[config.mk]
export PLATFORM = sky130hd
export DESIGN_NAME = keypad_sprite_mover
export DESIGN_NICKNAME = d
export VERILOG_FILES = /design/src/rtl/keypad_sprite_mover.sv
export SDC_FILE = /design/constraint.sdc
export NUM_CORES = 1
export LEC_CHECK = 0
export BUFFER_PORTS_ARGS = -buffer_cell sky130_fd_sc_hd__buf_2
export CAP_MARGIN = 20
export CORE_MARGIN = 2
export CORE_UTILIZATION = 40
export DETAILED_ROUTE_END_ITERATION = 16
export PLACE_DENSITY = 0.58
export SETUP_SLACK_MARGIN = 0.02
export SLEW_MARGIN = 20
export SYNTH_ARGS = -nofsm -noshare
export SYNTH_HDL_FRONTEND = slang
export SYNTH_SLANG_ARGS = --single-unit
[constraint.sdc]
create_clock -name clk -period 3.42 [get_ports clk]
set_input_delay 0.342 -clock clk [delete_from_list [all_inputs] [get_ports clk]]
set_output_delay 0.342 -clock clk [all_outputs]
set_load 0.01 [all_outputs]
[src/rtl/keypad_sprite_mover.sv]
// Keypad-driven sprite tile mover for a text-mode VGA character grid.
// Clears the screen at reset or on request, then erases and redraws the sprite on each accepted move.
module keypad_sprite_mover #(
  parameter int COLS        = 80,
  parameter int ROWS        = 30,
  parameter int ADDR_W      = 12,
  parameter int DATA_W      = 16,
  parameter int START_COL   = 10,
  parameter int START_ROW   = 10,
  parameter int WRAP        = 1,
  parameter int MOVE_DELAY  = 100,
  parameter logic [DATA_W-1:0] SPRITE_TILE = 16'h0e01,
  parameter logic [DATA_W-1:0] BG_TILE     = 16'h0000,
  localparam int COL_W = (COLS > 1) ? $clog2(COLS) : 1,
  localparam int ROW_W = (ROWS > 1) ? $clog2(ROWS) : 1
) (
  input  logic              clk,
  input  logic              rst,
  input  logic [31:0]       timer,
  input  logic [7:0]        keypad,
  output logic [ADDR_W-1:0] vga_addr,
  output logic              vga_we,
  output logic [DATA_W-1:0] vga_data,
  output logic [COL_W-1:0]  cur_col,
  output logic [ROW_W-1:0]  cur_row,
  output logic              busy
);

  typedef enum logic [1:0] {CLEAR, DRAW, IDLE, ERASE} state_t;

  localparam logic [ADDR_W-1:0] LAST_CELL = ADDR_W'(COLS * ROWS - 1);
  localparam logic [COL_W-1:0]  MAX_COL   = COL_W'(COLS - 1);
  localparam logic [ROW_W-1:0]  MAX_ROW   = ROW_W'(ROWS - 1);

  state_t            state;
  logic [ADDR_W-1:0] clr_cnt;
  logic [31:0]       next_time;
  logic [31:0]       time_diff;
  logic              due;
  logic [COL_W-1:0]  tgt_col, nxt_col;
  logic [ROW_W-1:0]  tgt_row, nxt_row;
  logic              move_ok;
  logic [ADDR_W-1:0] cell_addr;
  logic              unused_keys;

  assign unused_keys = ^keypad[7:5];
  assign cell_addr   = ADDR_W'(cur_row) * ADDR_W'(COLS) + ADDR_W'(cur_col);
  // Signed difference keeps the rate limit correct across timer wrap
  assign time_diff   = timer - next_time;
  assign due         = ~time_diff[31];
  assign busy        = (state != IDLE);

  // Target cell for the highest-priority direction key; move_ok is low when clamping refuses it
  always_comb begin
    nxt_col = cur_col;
    nxt_row = cur_row;
    move_ok = 1'b0;
    if (keypad[0]) begin
      move_ok = (cur_col != '0) || (WRAP != 0);
      nxt_col = (cur_col == '0) ? MAX_COL : cur_col - COL_W'(1);
    end else if (keypad[1]) begin
      move_ok = (cur_col != MAX_COL) || (WRAP != 0);
      nxt_col = (cur_col == MAX_COL) ? '0 : cur_col + COL_W'(1);
    end else if (keypad[2]) begin
      move_ok = (cur_row != MAX_ROW) || (WRAP != 0);
      nxt_row = (cur_row == MAX_ROW) ? '0 : cur_row + ROW_W'(1);
    end else if (keypad[3]) begin
      move_ok = (cur_row != '0) || (WRAP != 0);
      nxt_row = (cur_row == '0) ? MAX_ROW : cur_row - ROW_W'(1);
    end
  end

  always_ff @(posedge clk or posedge rst) begin
    if (rst) begin
      state     <= CLEAR;
      clr_cnt   <= '0;
      next_time <= '0;
      cur_col   <= COL_W'(START_COL);
      cur_row   <= ROW_W'(START_ROW);
      tgt_col   <= '0;
      tgt_row   <= '0;
      vga_we    <= 1'b0;
      vga_addr  <= '0;
      vga_data  <= '0;
    end else begin
      case (state)
        CLEAR: begin
          vga_we   <= 1'b1;
          vga_addr <= clr_cnt;
          vga_data <= BG_TILE;
          if (clr_cnt == LAST_CELL) state <= DRAW;
          else clr_cnt <= clr_cnt + ADDR_W'(1);
        end
        DRAW: begin
          vga_we    <= 1'b1;
          vga_addr  <= cell_addr;
          vga_data  <= SPRITE_TILE;
          next_time <= timer + 32'(MOVE_DELAY);
          state     <= IDLE;
        end
        IDLE: begin
          vga_we <= 1'b0;
          if (due) begin
            if (keypad[4]) begin
              clr_cnt <= '0;
              state   <= CLEAR;
            end else if (move_ok) begin
              tgt_col <= nxt_col;
              tgt_row <= nxt_row;
              state   <= ERASE;
            end
          end
        end
        ERASE: begin
          vga_we   <= 1'b1;
          vga_addr <= cell_addr;
          vga_data <= BG_TILE;
          cur_col  <= tgt_col;
          cur_row  <= tgt_row;
          state    <= DRAW;
        end
        default: state <= IDLE;
      endcase
    end
  end

endmodule

Word-level counts from Yosys, hierarchy flattened
Index checks and enable logic that the tools add are counted.
{"block": "totals", "reg_bits": 99, "elab_cells": 71, "input_bits": 42, "output_inout_bits": 42}
{"block": "op_classes", "mul": 1, "n_addsub": 8, "eq_ne": 12, "reduce_logical": 12, "bitwise": 2, "muxes": 26}
{"operator": "case mux 12 bit (2 select lines)", "n": 2}
{"operator": "two-way mux 12 bit", "n": 3}
{"operator": "adder 32 x 7 -> 32 bit, second input constant", "n": 1}
{"operator": "case mux 16 bit (2 select lines)", "n": 1}
{"operator": "subtractor 32 bit", "n": 1}
{"operator": "two-way mux 5 bit", "n": 6}
{"operator": "two-way mux 7 bit", "n": 4}
{"operator": "adder 12 x 1 -> 12 bit, second input constant", "n": 1}
{"operator": "adder 12 x 7 -> 12 bit", "n": 1}
{"operator": "== test 12 bit, second input constant", "n": 1}
{"operator": "inequality test 2 bit, second input constant", "n": 5}
{"operator": "multiplier 5 x 3 -> 8 bit, second input constant", "n": 1}
{"operator": "two-way mux 2 bit", "n": 4}
{"operator": "case mux 2 bit (4 select lines)", "n": 1}
{"operator": "AND reduction 4 bit", "n": 2}
{"operator": "adder 7 x 1 -> 7 bit, second input constant", "n": 1}
{"operator": "== test 7 bit, second input constant", "n": 1}
{"operator": "logical NOT 7 bit", "n": 1}
{"operator": "subtractor 7 x 1 -> 7 bit, second input constant", "n": 1}
{"operator": "nonzero test 2 bit", "n": 3}
{"operator": "adder 5 x 1 -> 5 bit, second input constant", "n": 1}
{"operator": "== test 5 bit, second input constant", "n": 1}
{"operator": "logical NOT 5 bit", "n": 1}
{"operator": "subtractor 5 x 1 -> 5 bit, second input constant", "n": 1}
{"operator": "10 further kinds", "n": 16}

Depth between registers and ports, before layout
{"block": "logic_depth", "depth_word": 8, "mapped_depth": 11, "depth_no_buf": 10}

Worst setup path after synthesis
No wires, ideal clock.
{"block": "synth_path", "kind": "reg-to-reg", "startpoint": "reg next_time[2]", "endpoint": "reg tgt_col[2]", "required_time_ns": 3.295, "slack_ns": 0.978, "path_buffers": 1, "arrival_time_ns": 2.316, "setup_ns": 0.125, "path_stages_with_launch": 12, "period_less_slack_ns": 2.442, "path_cell_list": "dfrtp_1 inv_1 ha_1 nand2_1 o21ai_1 a41oi_2 o41ai_2 a21oi_2 xor2_1 nand4_2 buf_6 mux2_4"}
{"block": "synth_via", "elab_chain_cells": 3}
{"item": "start: declaration", "line_no": "37", "text": "logic [31:0] next_time;"}
{"item": "start signal: assignment", "line_no": "98", "text": "next_time <= timer + 32'(MOVE_DELAY);"}
{"item": "subtractor 32 bit", "line_no": "49", "text": "assign time_diff = timer - next_time;"}
{"item": "NOT 1 bit (no line)"}
{"item": "AND reduction 4 bit (no line)"}
{"item": "end signal: assignment", "line_no": "108", "text": "tgt_col <= nxt_col;"}
{"item": "end: declaration", "line_no": "40", "text": "logic [COL_W-1:0] tgt_col, nxt_col;"}
No other way between the ends.
A chain may end at the register's enable or synchronous reset.

Final worst setup path
{"block": "layout_path", "startpoint": "reg next_time[2]", "endpoint": "reg tgt_col[1]"}
Same word-level chain as after synthesis.

==> metrics <==
area delta synth->final=13.8%; syn_area_per_cell=8.87 um^2; Die X=124 um; CTS H-tree lvls=3; number of buffers created by CTS=9; root buffer cell=clkbuf_16; initial DRC count=200; Rows=43; Final Max Slew Viols=0; largest net degree at the start of global routing=66; post-synthesis compound-gate area fraction=around 16%; DRC=0; clock sinks=between 80 and 90; Slew Limit Headroom=47.4%; Post-CTS Hold Fix Bufs=0; drt total wl=13,200 um; unrepaired setup endpoints after global routing=no; Crit path max-delay family=compound AO/OA/AOI/OAI gates; post-synthesis simple-gate area fraction=roughly 16%; Fin. Hold Viols=0; PortBufs=68; Initial Util=41.4%; Synth Flop Type=dfrtp_1; CTS tree=yes; first-pass GRT wire length=22,600 um; Post-Synth XOR/XNOR Area=5.90%; mux contribution to synthesized area=under 10%; leakage power figure=around 3.2 nW; CP Capture Type=register; crit path time final=2800 ps; max cap viols=0; HPWL after DPL=9680 um; CP bufs+invs=2; Fill cells=between 1,000 and 1,500; share of layout cells above drive strength 1=17.5%; Placeable Area=14,000 um^2; CP max stage delay=about 550 ps; crit path max fanout=12; run status=finished clean; register area share after synthesis=36.4%; Synth area leader=dfrtp_1; post-cts sizing count=0; antenna-violating nets left=0; initial antenna violation count=0; Mapped Cells=653; Nets=between 800 and 900; Yosys reg bits=84; Synth cell types=62; Pwr Density=819 nW/um^2; Post-Synth Adder-Cell Area=a little under an eighth; Crit path required time=3650 ps; final setup fails=0; GRT Total Usage=17.7%; synth cell count leaders=dfrtp_1, a21oi_1, nand2_1, nor2_1; Placer Congestion=0.838; crit path cell chain=inv_1, ha_1, nand2_1, o21ai_1, a41oi_2, o41ai_2, a21oi_2, xor2_1, nand4_2, buf_4, mux2_1; final hold slack=62.2 ps; DR WL/cell=14.7 um; Post-Syn Area=5790 um^2; drt via density=5.27; vias in the first global route=4,664; Synth area leaders=dfrtp_1, ha_1, a21oi_1, nand2_1, nor2_1; r2r setup slk=620 ps; RR Startpoint=next_time[2]; Pre-Repair DR Iteration Count=4; top-count cell post-synth=dfrtp_1; Worst R2R End=tgt_col[1]; Max Freq=357 MHz; Hold Path Class=in2async; startpoint types=register; asr flop ratio synth=100%; # IOs=84; share of the synthesized area in the top cell type=34.6%; Worst-Margin Slew=790 ps; die area=15,500 um^2; ANT cells=0; Post-synth EDFFs=0; Post-CTS Setup Bufs=0; die height=124 um; clock transition at the registers of the reported paths=60 ps; Clock Skew=approximately 11 ps; Tcrit/Tclk final=between 80% and 90%; yosys warns=0; Worst VDD drop=0.000298 V; Max Root-Sink Buffers=2; via count=roughly 4,700; Slowest cell on crit path=o41ai_2; arrival time worst endpoint=3030 ps; TNS Setup=0 ps; Remaining Overflow, GRT=0; CP Class=reg2reg; latest clock arrival within the worst-skew pair=350 ps; Reg2Reg Depth=11; largest family of logic cells by synthesized area=compound AO/OA/AOI/OAI gates
## cells by family after synthesis
logic type	after synthesis
AND/OR/NAND/NOR	199
AO/OA/AOI/OAI	155
buffers and inverters	92
flip-flops	84
adder cells (fa/ha/maj)	53
XOR/XNOR	39
multiplexers	30
other	1
## cells in the final DEF (no fill, tap or decap), drive strengths merged, types with 3 or more instances in the layout
| cell type | instances |
|---|---|
| conb | 12 |
| dfstp | 4 |
| and3 | 13 |
| bufinv | 3 |
| a211oi | 3 |
| a21o | 3 |
| nand2b | 4 |
| ha | 51 |
| a31oi | 9 |
| nor2b | 5 |
| o211ai | 4 |
| clkinv | 3 |
| nor2 | 55 |
| mux2i | 7 |
| clkbuf | 12 |
| nand4 | 13 |
| buf | 75 |
| xnor2 | 16 |
| a21oi | 65 |
| nand3 | 25 |
| nand2 | 57 |
| inv | 50 |
| xor2 | 23 |
| or3 | 3 |
| nor3 | 12 |
| mux2 | 23 |
| dfrtp | 80 |
| o21a | 8 |
| o21ai | 43 |
| nor4 | 3 |
## power by group
part           internal, mW  switching, mW  leakage [nW]
clock network         0.753          0.403         0.173
registers              1.45          0.413          1.01
logic                  1.04           1.34          1.97
total                  3.25           2.15          3.16
## stage by stage
step / area (um^2) / total power [mW] / utilization (%) / setup WS (ps) / instances
2_1_floorplan: 5830 / 3.62 / - / 919 / 664
3_3_place_gp: 6230 / 4.19 / 44.6 / 506 / 879
3_5_place_dp: 6240 / 4.27 / 44.6 / 529 / 879
4_1_cts: 6590 / 5.45 / 47.1 / 572 / 895
5_1_grt: 6590 / 5.89 / 47.1 / 385 / 895
6_report: 6590 / 5.40 / 47.1 / 616 / 895
## worst reg2reg max path: cells and delay by family (launching register included)
family	cells	cell delay, ps
AOI/OAI and AO/OA	4	980
buffers and inverters	2	280
adders and majority gates	1	280
muxes	1	330
DFF	1	350
xor gates and xnor gates	1	280
and+or+nand+nor	2	180
## flip-flops by register name, indices dropped and copies added (netlist names)
signal	count
tgt_row	5
cur_row	5
vga_addr	12
cur_col	7
vga_data	1
clr_cnt	12
vga_we	1
state	2
next_time	32
tgt_col	7
## area by class of cell
| type | instances | area (um^2) | share of cell area [%] |
|---|---|---|---|
| Clock buffer | 12 | 256 | 3.89 |
| Multi-Input combinational cell | 488 | 3310 | 50.3 |
| Sequential cell | 84 | 2110 | 32.0 |
| Inverter | 52 | 200 | 3.04 |
| Tap cell | 180 | 225 | 3.42 |
| Clock inverter | 4 | 95.1 | 1.44 |
| Timing Repair Buffer | 75 | 393 | 5.96 |
## routing by layer
| metal | vias to the layer above | global-route usage (%) | wire length, um |
|---|---|---|---|
| met5 | - | 0 | 0 |
| met1 | 2236 | 24.7 | 6540 |
| met4 | 0 | 6.81 | 260 |
| li1 | 2365 | - | - |
| met3 | 19 | 3.01 | 447 |
| met2 | 101 | 27.5 | 5920 |
## worst max path at each step
stage            startpoint         end  depth (start not counted)
2_1_floorplan           rst  clr_cnt[0]                          1
3_3_place_gp       timer[2]  tgt_col[1]                         11
3_5_place_dp       timer[2]  tgt_col[1]                         11
4_1_cts        next_time[2]  tgt_col[1]                         11
5_1_grt        next_time[2]  tgt_col[0]                         11
6_report       next_time[2]  tgt_col[1]                         11
No activity file was read; power rests on OpenSTA's default activity.
